===== src/rtl/axi_pt_pkg.sv =====
// Shared types and payload-width helpers for the AXI4 passthrough bridge.
// Field order inside each packed payload is fixed by the top-level pack/unpack.
package axi_pt_pkg;

    typedef enum logic [1:0] {
        FIXED = 2'b00,
        INCR  = 2'b01,
        WRAP  = 2'b10
    } burst_t;

    typedef enum logic [1:0] {
        OKAY   = 2'b00,
        EXOKAY = 2'b01,
        SLVERR = 2'b10,
        DECERR = 2'b11
    } resp_t;

    localparam int LEN_W   = 8;
    localparam int SIZE_W  = 3;
    localparam int BURST_W = 2;
    localparam int RESP_W  = 2;
    localparam int CACHE_W = 4;
    localparam int PROT_W  = 3;
    localparam int QOS_W   = 4;

    // AW and AR share one layout: id, addr, len, size, burst, lock, cache, prot, qos
    function automatic int ax_width(input int id_w, input int addr_w);
        return id_w + addr_w + LEN_W + SIZE_W + BURST_W + 1 + CACHE_W + PROT_W + QOS_W;
    endfunction

    function automatic int w_width(input int data_w);
        return data_w + data_w / 8 + 1;
    endfunction

    function automatic int b_width(input int id_w);
        return id_w + RESP_W;
    endfunction

    function automatic int r_width(input int id_w, input int data_w);
        return id_w + data_w + RESP_W + 1;
    endfunction

endpackage


===== src/rtl/axi_pt_skid.sv =====
// Two-entry, full-throughput skid buffer (main register + skid register) for one AXI channel.
// Handshake: a beat moves when valid&ready at a rising edge; valid/data hold until accepted.
module axi_pt_skid
    import axi_pt_pkg::*;
#(
    parameter int WIDTH = 8
) (
    input  logic             aclk,
    input  logic             areset,
    input  logic             in_valid,
    output logic             in_ready,
    input  logic [WIDTH-1:0] in_data,
    output logic             out_valid,
    input  logic             out_ready,
    output logic [WIDTH-1:0] out_data
);

    logic             main_valid;
    logic             skid_valid;
    logic             ready_q;
    logic [WIDTH-1:0] main_data;
    logic [WIDTH-1:0] skid_data;

    logic push;
    logic pop;
    logic main_valid_nxt;
    logic skid_valid_nxt;
    logic load_main;
    logic load_skid;
    logic main_from_skid;

    assign push = in_valid & ready_q;
    assign pop  = main_valid & out_ready;

    always_comb begin
        main_valid_nxt = main_valid;
        skid_valid_nxt = skid_valid;
        load_main      = 1'b0;
        load_skid      = 1'b0;
        main_from_skid = 1'b0;
        if (!main_valid || pop) begin
            if (skid_valid) begin
                // Oldest beat advances from skid; a concurrent push refills skid.
                main_from_skid = 1'b1;
                main_valid_nxt = 1'b1;
                skid_valid_nxt = push;
                load_skid      = push;
            end else begin
                main_valid_nxt = push;
                load_main      = push;
            end
        end else if (push) begin
            skid_valid_nxt = 1'b1;
            load_skid      = 1'b1;
        end
    end

    // Ready is a flop so the upstream never sees a combinational path from out_ready.
    always_ff @(posedge aclk or posedge areset) begin
        if (areset) begin
            main_valid <= 1'b0;
            skid_valid <= 1'b0;
            ready_q    <= 1'b0;
        end else begin
            main_valid <= main_valid_nxt;
            skid_valid <= skid_valid_nxt;
            ready_q    <= !skid_valid_nxt;
        end
    end

    always_ff @(posedge aclk) begin
        if (main_from_skid) begin
            main_data <= skid_data;
        end else if (load_main) begin
            main_data <= in_data;
        end
        if (load_skid) begin
            skid_data <= in_data;
        end
    end

    assign in_ready  = ready_q;
    assign out_valid = main_valid;
    assign out_data  = main_data;

endmodule


===== src/rtl/axi_passthrough_bridge.sv =====
// AXI4 passthrough: every channel registered through an axi_pt_skid buffer.
// Define AXI_PT_STATS_EN to build the completed-write/read counters; otherwise they read 0.
module axi_passthrough_bridge
    import axi_pt_pkg::*;
#(
    parameter int ADDR_W = 32,
    parameter int DATA_W = 32,
    parameter int ID_W   = 4
) (
    input  logic                aclk,
    input  logic                areset,
    // upstream AW
    input  logic [ID_W-1:0]     s_awid,
    input  logic [ADDR_W-1:0]   s_awaddr,
    input  logic [7:0]          s_awlen,
    input  logic [2:0]          s_awsize,
    input  logic [1:0]          s_awburst,
    input  logic                s_awlock,
    input  logic [3:0]          s_awcache,
    input  logic [2:0]          s_awprot,
    input  logic [3:0]          s_awqos,
    input  logic                s_awvalid,
    output logic                s_awready,
    // upstream W
    input  logic [DATA_W-1:0]   s_wdata,
    input  logic [DATA_W/8-1:0] s_wstrb,
    input  logic                s_wlast,
    input  logic                s_wvalid,
    output logic                s_wready,
    // upstream B
    output logic [ID_W-1:0]     s_bid,
    output logic [1:0]          s_bresp,
    output logic                s_bvalid,
    input  logic                s_bready,
    // upstream AR
    input  logic [ID_W-1:0]     s_arid,
    input  logic [ADDR_W-1:0]   s_araddr,
    input  logic [7:0]          s_arlen,
    input  logic [2:0]          s_arsize,
    input  logic [1:0]          s_arburst,
    input  logic                s_arlock,
    input  logic [3:0]          s_arcache,
    input  logic [2:0]          s_arprot,
    input  logic [3:0]          s_arqos,
    input  logic                s_arvalid,
    output logic                s_arready,
    // upstream R
    output logic [ID_W-1:0]     s_rid,
    output logic [DATA_W-1:0]   s_rdata,
    output logic [1:0]          s_rresp,
    output logic                s_rlast,
    output logic                s_rvalid,
    input  logic                s_rready,
    // downstream AW
    output logic [ID_W-1:0]     m_awid,
    output logic [ADDR_W-1:0]   m_awaddr,
    output logic [7:0]          m_awlen,
    output logic [2:0]          m_awsize,
    output logic [1:0]          m_awburst,
    output logic                m_awlock,
    output logic [3:0]          m_awcache,
    output logic [2:0]          m_awprot,
    output logic [3:0]          m_awqos,
    output logic                m_awvalid,
    input  logic                m_awready,
    // downstream W
    output logic [DATA_W-1:0]   m_wdata,
    output logic [DATA_W/8-1:0] m_wstrb,
    output logic                m_wlast,
    output logic                m_wvalid,
    input  logic                m_wready,
    // downstream B
    input  logic [ID_W-1:0]     m_bid,
    input  logic [1:0]          m_bresp,
    input  logic                m_bvalid,
    output logic                m_bready,
    // downstream AR
    output logic [ID_W-1:0]     m_arid,
    output logic [ADDR_W-1:0]   m_araddr,
    output logic [7:0]          m_arlen,
    output logic [2:0]          m_arsize,
    output logic [1:0]          m_arburst,
    output logic                m_arlock,
    output logic [3:0]          m_arcache,
    output logic [2:0]          m_arprot,
    output logic [3:0]          m_arqos,
    output logic                m_arvalid,
    input  logic                m_arready,
    // downstream R
    input  logic [ID_W-1:0]     m_rid,
    input  logic [DATA_W-1:0]   m_rdata,
    input  logic [1:0]          m_rresp,
    input  logic                m_rlast,
    input  logic                m_rvalid,
    output logic                m_rready,
    // statistics
    output logic [31:0]         wr_done_cnt,
    output logic [31:0]         rd_done_cnt
);

    localparam int AX_PW = ax_width(ID_W, ADDR_W);
    localparam int W_PW  = w_width(DATA_W);
    localparam int B_PW  = b_width(ID_W);
    localparam int R_PW  = r_width(ID_W, DATA_W);

    logic [AX_PW-1:0] aw_in, aw_out, ar_in, ar_out;
    logic [W_PW-1:0]  w_in, w_out;
    logic [B_PW-1:0]  b_in, b_out;
    logic [R_PW-1:0]  r_in, r_out;

    assign aw_in = {s_awid, s_awaddr, s_awlen, s_awsize, s_awburst,
                    s_awlock, s_awcache, s_awprot, s_awqos};
    assign {m_awid, m_awaddr, m_awlen, m_awsize, m_awburst,
            m_awlock, m_awcache, m_awprot, m_awqos} = aw_out;

    assign ar_in = {s_arid, s_araddr, s_arlen, s_arsize, s_arburst,
                    s_arlock, s_arcache, s_arprot, s_arqos};
    assign {m_arid, m_araddr, m_arlen, m_arsize, m_arburst,
            m_arlock, m_arcache, m_arprot, m_arqos} = ar_out;

    assign w_in = {s_wdata, s_wstrb, s_wlast};
    assign {m_wdata, m_wstrb, m_wlast} = w_out;

    assign b_in = {m_bid, m_bresp};
    assign {s_bid, s_bresp} = b_out;

    assign r_in = {m_rid, m_rdata, m_rresp, m_rlast};
    assign {s_rid, s_rdata, s_rresp, s_rlast} = r_out;

    axi_pt_skid #(.WIDTH(AX_PW)) u_aw_skid (
        .aclk(aclk), .areset(areset),
        .in_valid(s_awvalid), .in_ready(s_awready), .in_data(aw_in),
        .out_valid(m_awvalid), .out_ready(m_awready), .out_data(aw_out)
    );

    axi_pt_skid #(.WIDTH(W_PW)) u_w_skid (
        .aclk(aclk), .areset(areset),
        .in_valid(s_wvalid), .in_ready(s_wready), .in_data(w_in),
        .out_valid(m_wvalid), .out_ready(m_wready), .out_data(w_out)
    );

    axi_pt_skid #(.WIDTH(AX_PW)) u_ar_skid (
        .aclk(aclk), .areset(areset),
        .in_valid(s_arvalid), .in_ready(s_arready), .in_data(ar_in),
        .out_valid(m_arvalid), .out_ready(m_arready), .out_data(ar_out)
    );

    // Response channels flow downstream-to-upstream.
    axi_pt_skid #(.WIDTH(B_PW)) u_b_skid (
        .aclk(aclk), .areset(areset),
        .in_valid(m_bvalid), .in_ready(m_bready), .in_data(b_in),
        .out_valid(s_bvalid), .out_ready(s_bready), .out_data(b_out)
    );

    axi_pt_skid #(.WIDTH(R_PW)) u_r_skid (
        .aclk(aclk), .areset(areset),
        .in_valid(m_rvalid), .in_ready(m_rready), .in_data(r_in),
        .out_valid(s_rvalid), .out_ready(s_rready), .out_data(r_out)
    );

`ifdef AXI_PT_STATS_EN
    logic [31:0] wr_cnt;
    logic [31:0] rd_cnt;

    // Completions are counted where the upstream master accepts them.
    always_ff @(posedge aclk or posedge areset) begin
        if (areset) begin
            wr_cnt <= 32'h0;
            rd_cnt <= 32'h0;
        end else begin
            if (s_bvalid && s_bready) begin
                wr_cnt <= wr_cnt + 32'd1;
            end
            if (s_rvalid && s_rready && s_rlast) begin
                rd_cnt <= rd_cnt + 32'd1;
            end
        end
    end

    assign wr_done_cnt = wr_cnt;
    assign rd_done_cnt = rd_cnt;
`else
    assign wr_done_cnt = 32'h0;
    assign rd_done_cnt = 32'h0;
`endif

endmodule


===== config.mk =====
export PLATFORM = sky130hd
export DESIGN_NAME = axi_passthrough_bridge
export DESIGN_NICKNAME = d
export VERILOG_FILES = /design/src/rtl/axi_pt_pkg.sv /design/src/rtl/axi_pt_skid.sv /design/src/rtl/axi_passthrough_bridge.sv
export SDC_FILE = /design/constraint.sdc
export NUM_CORES = 1
export LEC_CHECK = 0
export CORE_MARGIN = 5
export CORE_UTILIZATION = 35
export CTS_BUF_LIST = sky130_fd_sc_hd__clkbuf_8
export DETAILED_ROUTE_END_ITERATION = 8
export GPL_TIMING_DRIVEN = 0
export PLACE_DENSITY_LB_ADDON = 0.15
export SLEW_MARGIN = 40
export SYNTH_ARGS = -nofsm -noshare
export SYNTH_HDL_FRONTEND = slang
export SYNTH_HIERARCHICAL = 1
export SYNTH_SLANG_ARGS = --single-unit

===== constraint.sdc =====
create_clock -name aclk -period 5.8 [get_ports aclk]
set_input_delay 0.58 -clock aclk [delete_from_list [all_inputs] [get_ports aclk]]
set_output_delay 0.58 -clock aclk [all_outputs]
set_load 0.03 [all_outputs]

==> results.md <==
* Clk buf depth at 3
* IO buf count at 429
* Most common cell in the netlist: edfxtp_1
* CP bufs+invs at 1
* CTS Buf Count at 76
* Clk pwr share at 21.4%
* Max_cap viols at 0
* Reg area at 12600 um^2
* Yosys top cell area share at 73.7%
* Crit-path max cell delay at 0.75 ns
* Fmax at 421 MHz
* Post-synthesis sequential area ratio at 76.0%
* First-pass GRT wire length at 58.9 mm
* Core area at 46800 um^2
* Clock transition at path regs at 0.06 ns
* DR iter-0 viols at 364
* Synth Register Bits at 423
* GP Congestion at 0.756
* Switch share at 33.2%
* R2R depth at 6
* Pwr Density at 491 nW/um^2
* Setup CP Type: flip-flop to primary output
* Fill cell count at 3931
* Slew @ Worst Pin at 0.545 ns
* Cell count along the critical path at 1
* CTS Root Cell: clkbuf_8
* Most used DFF post-synth: edfxtp_1
* Top cells by area, synth: edfxtp_1 (74%), mux2_4 (15%), buf_4 (3.0%), mux2_2 (2.6%), dfrtp_1 (2.3%)
* Highest ir drop seen on vdd at 237 uV
* Final wirelength at 40.0 mm
* Final Cycle Share at 40.9%
* Setup TNS Final at 0 ns
* LEAKAGE at 9.31 nW
* Vias at 8707
* Synth-to-layout area growth at 44.0%
* Critical path origin: u_ar_skid/in_ready$_DFF_PP0_
* Post CTS Setup Buffer Count at 0
* Ys Warns at 6
* CP delay by family, top: buffers and inverters
* CTS tree: built
* WP data required at 5.22 ns
* Comb power frac at 38.1%
* Post-synth cell types at 20
* Fin nets at 1585
* Rel. slew slack at 63.6%
* Grt ovf at 0
* Post-CTS sizing at 0
* Mapped Area at 16600 um^2
* Synth Instances at 776
* Leading area contributor after synthesis: edfxtp_1
* # DRC at 0
* Internal at 0.00784 W
* Net switching power at 0.00390 W
* DRT Pass-1 Iters at 4
* Die area at 51900 um^2
* Slowest cell on crit path: clkdlybuf4s50_1
* Final hold vios at 0
* # H-tree levels at 3
* Avg WL per Cell at 19.6 um
* Status: finished, final reports clean
* DIE WIDTH at 228 um
* Slew Limit Fails at 0
* Total power at 0.0117 W
* GRT Util Overall at 14.8%
* Worst hold path class: input pin to asynchronous set/reset pin
* CP max FO at 5
* Die Height at 228 um
* DP HPWL at 29.7 mm
* Synth Area per Inst at 21.4 um^2
* Row count at 79
* Setup slack after layout at 3.42 ns
* Launching point of the worst reg2reg path: u_ar_skid/out_valid$_DFFE_PP0N_
* Reg power frac at 40.5%
* Antenna-violating nets left at 0
* Clk_lat worst skew at 0.63 ns
* CTS sink cnt at 423
* Footprint of the multi-input gates at 3580 um^2
* Pre-CTS setup slack at 3.28 ns
* Setup Viol. Count Final at 0
* Critical Path AT at 1.80 ns
* Number of global-route vias before repair at 9223
* Cts hold-fix bufs at 0
* CP Capture Type: primary output
* Startpoint Class: flip-flop
* Number of synthesized flops with an enable pin at 408
* Async set or reset register ratio after synthesis at 3.55%
* Starting Density at 35.5%
* Largest net degree at the start of global routing at 21
* Hold Slack at 0.395 ns
* R2r setup slk at 3.86 ns
* Io pins at 494
* Via/cell ratio at 4.26
* Crit-path cells: clkdlybuf4s50_1
* RSZ-0062 raised after global routing: false
* Antenna violations before repair at 5
* Most instantiated cells after synthesis: edfxtp_1 (408), mux2_4 (166), buf_4 (66), mux2_2 (38), nor2_1 (19)
* Crit path time final at 2.38 ns
* Share of cells above drive strength 1 at 29.8%
* Skew final at 0.0132 ns
==> path summary, 6_finish.rpt <==
check	endpoint
min in group aclk	u_r_skid/skid_data[17]$_DFFE_PP_
worst min register to register	u_r_skid/out_data[37]$_DFFE_PP_
max in group asynchronous	u_r_skid/skid_valid$_DFF_PP0_
worst max register to register	u_ar_skid/skid_data[38]$_DFFE_PP_
worst min-delay path	u_b_skid/in_ready$_DFF_PP0_
worst max-delay path	s_arready
==> layout by cell type, fill, tap and decap left out, types with 5 or more instances in the layout <==
| cell type | synthesis | routed |
|---|---|---|
| nor2_4 | 0 | 8 |
| clkinv_1 | 0 | 19 |
| buf_16 | 0 | 19 |
| a21oi_1 | 6 | 6 |
| edfxtp_1 | 408 | 408 |
| nor2_1 | 19 | 11 |
| clkinv_2 | 0 | 7 |
| conb_1 | 1 | 64 |
| buf_4 | 66 | 66 |
| nand2_1 | 10 | 10 |
| mux2_4 | 166 | 166 |
| clkdlybuf4s50_1 | 0 | 429 |
| clkbuf_8 | 0 | 79 |
| inv_1 | 5 | 34 |
| mux2_2 | 38 | 38 |
| buf_6 | 17 | 17 |
| a31oi_1 | 5 | 5 |
| dfrtp_1 | 15 | 15 |
==> layer usage <==
layer  up-vias  track usage [%]  share of wire (%)
met5         -                0              0.085
met4         4             4.67                2.2
met3        63             7.66                9.6
met2       315             24.5                 49
met1      4222             16.9                 39
li1       4103                -                  -
==> area by class of cell <==
type | count | share of cell area, %
timing repair buffer | 452 | 20.4
clock buffer | 79 | 4.54
inverter | 5 | 0.0784
antenna | 4 | 0.0418
clock inverter | 61 | 1.19
tap | 607 | 3.17
multi-input combinational | 328 | 15.0
buffer | 83 | 2.87
sequential | 423 | 52.8
==> power by group through the flow <==
stage	clock network, W	logic [W]	registers [W]
floorplan	0	0.00148	0.00590
global placement	0	0.00409	0.00492
detailed placement	0	0.00454	0.00482
CTS	0.00264	0.00455	0.00477
global route	0.00278	0.00467	0.00484
finish	0.00252	0.00447	0.00476
==> flip-flops by register name, summed over array words and instances, names as in the netlist, 37 cells and up <==
register,flops
u_ar_skid/out_data,61
u_aw_skid/out_data,61
u_w_skid/out_data,37
u_w_skid/skid_data,37
u_aw_skid/skid_data,61
u_r_skid/skid_data,39
u_ar_skid/skid_data,61
u_r_skid/out_data,39
==> through the flow <==
stage	util, %	cells	instance area, um^2
detailed placement	48.2	1898	22600
floorplan	-	839	16900
global placement	46.9	1875	21900
CTS	51.2	2038	23900
finish	51.2	2042	23900
global route	51.2	2041	23900
==> cells by family after synthesis <==
| family | Yosys count | synth area share [%] |
|---|---|---|
| AO/OA/AOI/OAI | 16 | 0.632 |
| buffers and inverters | 88 | 4.25 |
| flip-flops | 423 | 76.0 |
| multiplexers | 204 | 17.6 |
| other | 1 | 0.0226 |
| AND/OR/NAND/NOR | 44 | 1.55 |
Note: power is estimated with default switching activity, not from simulation.
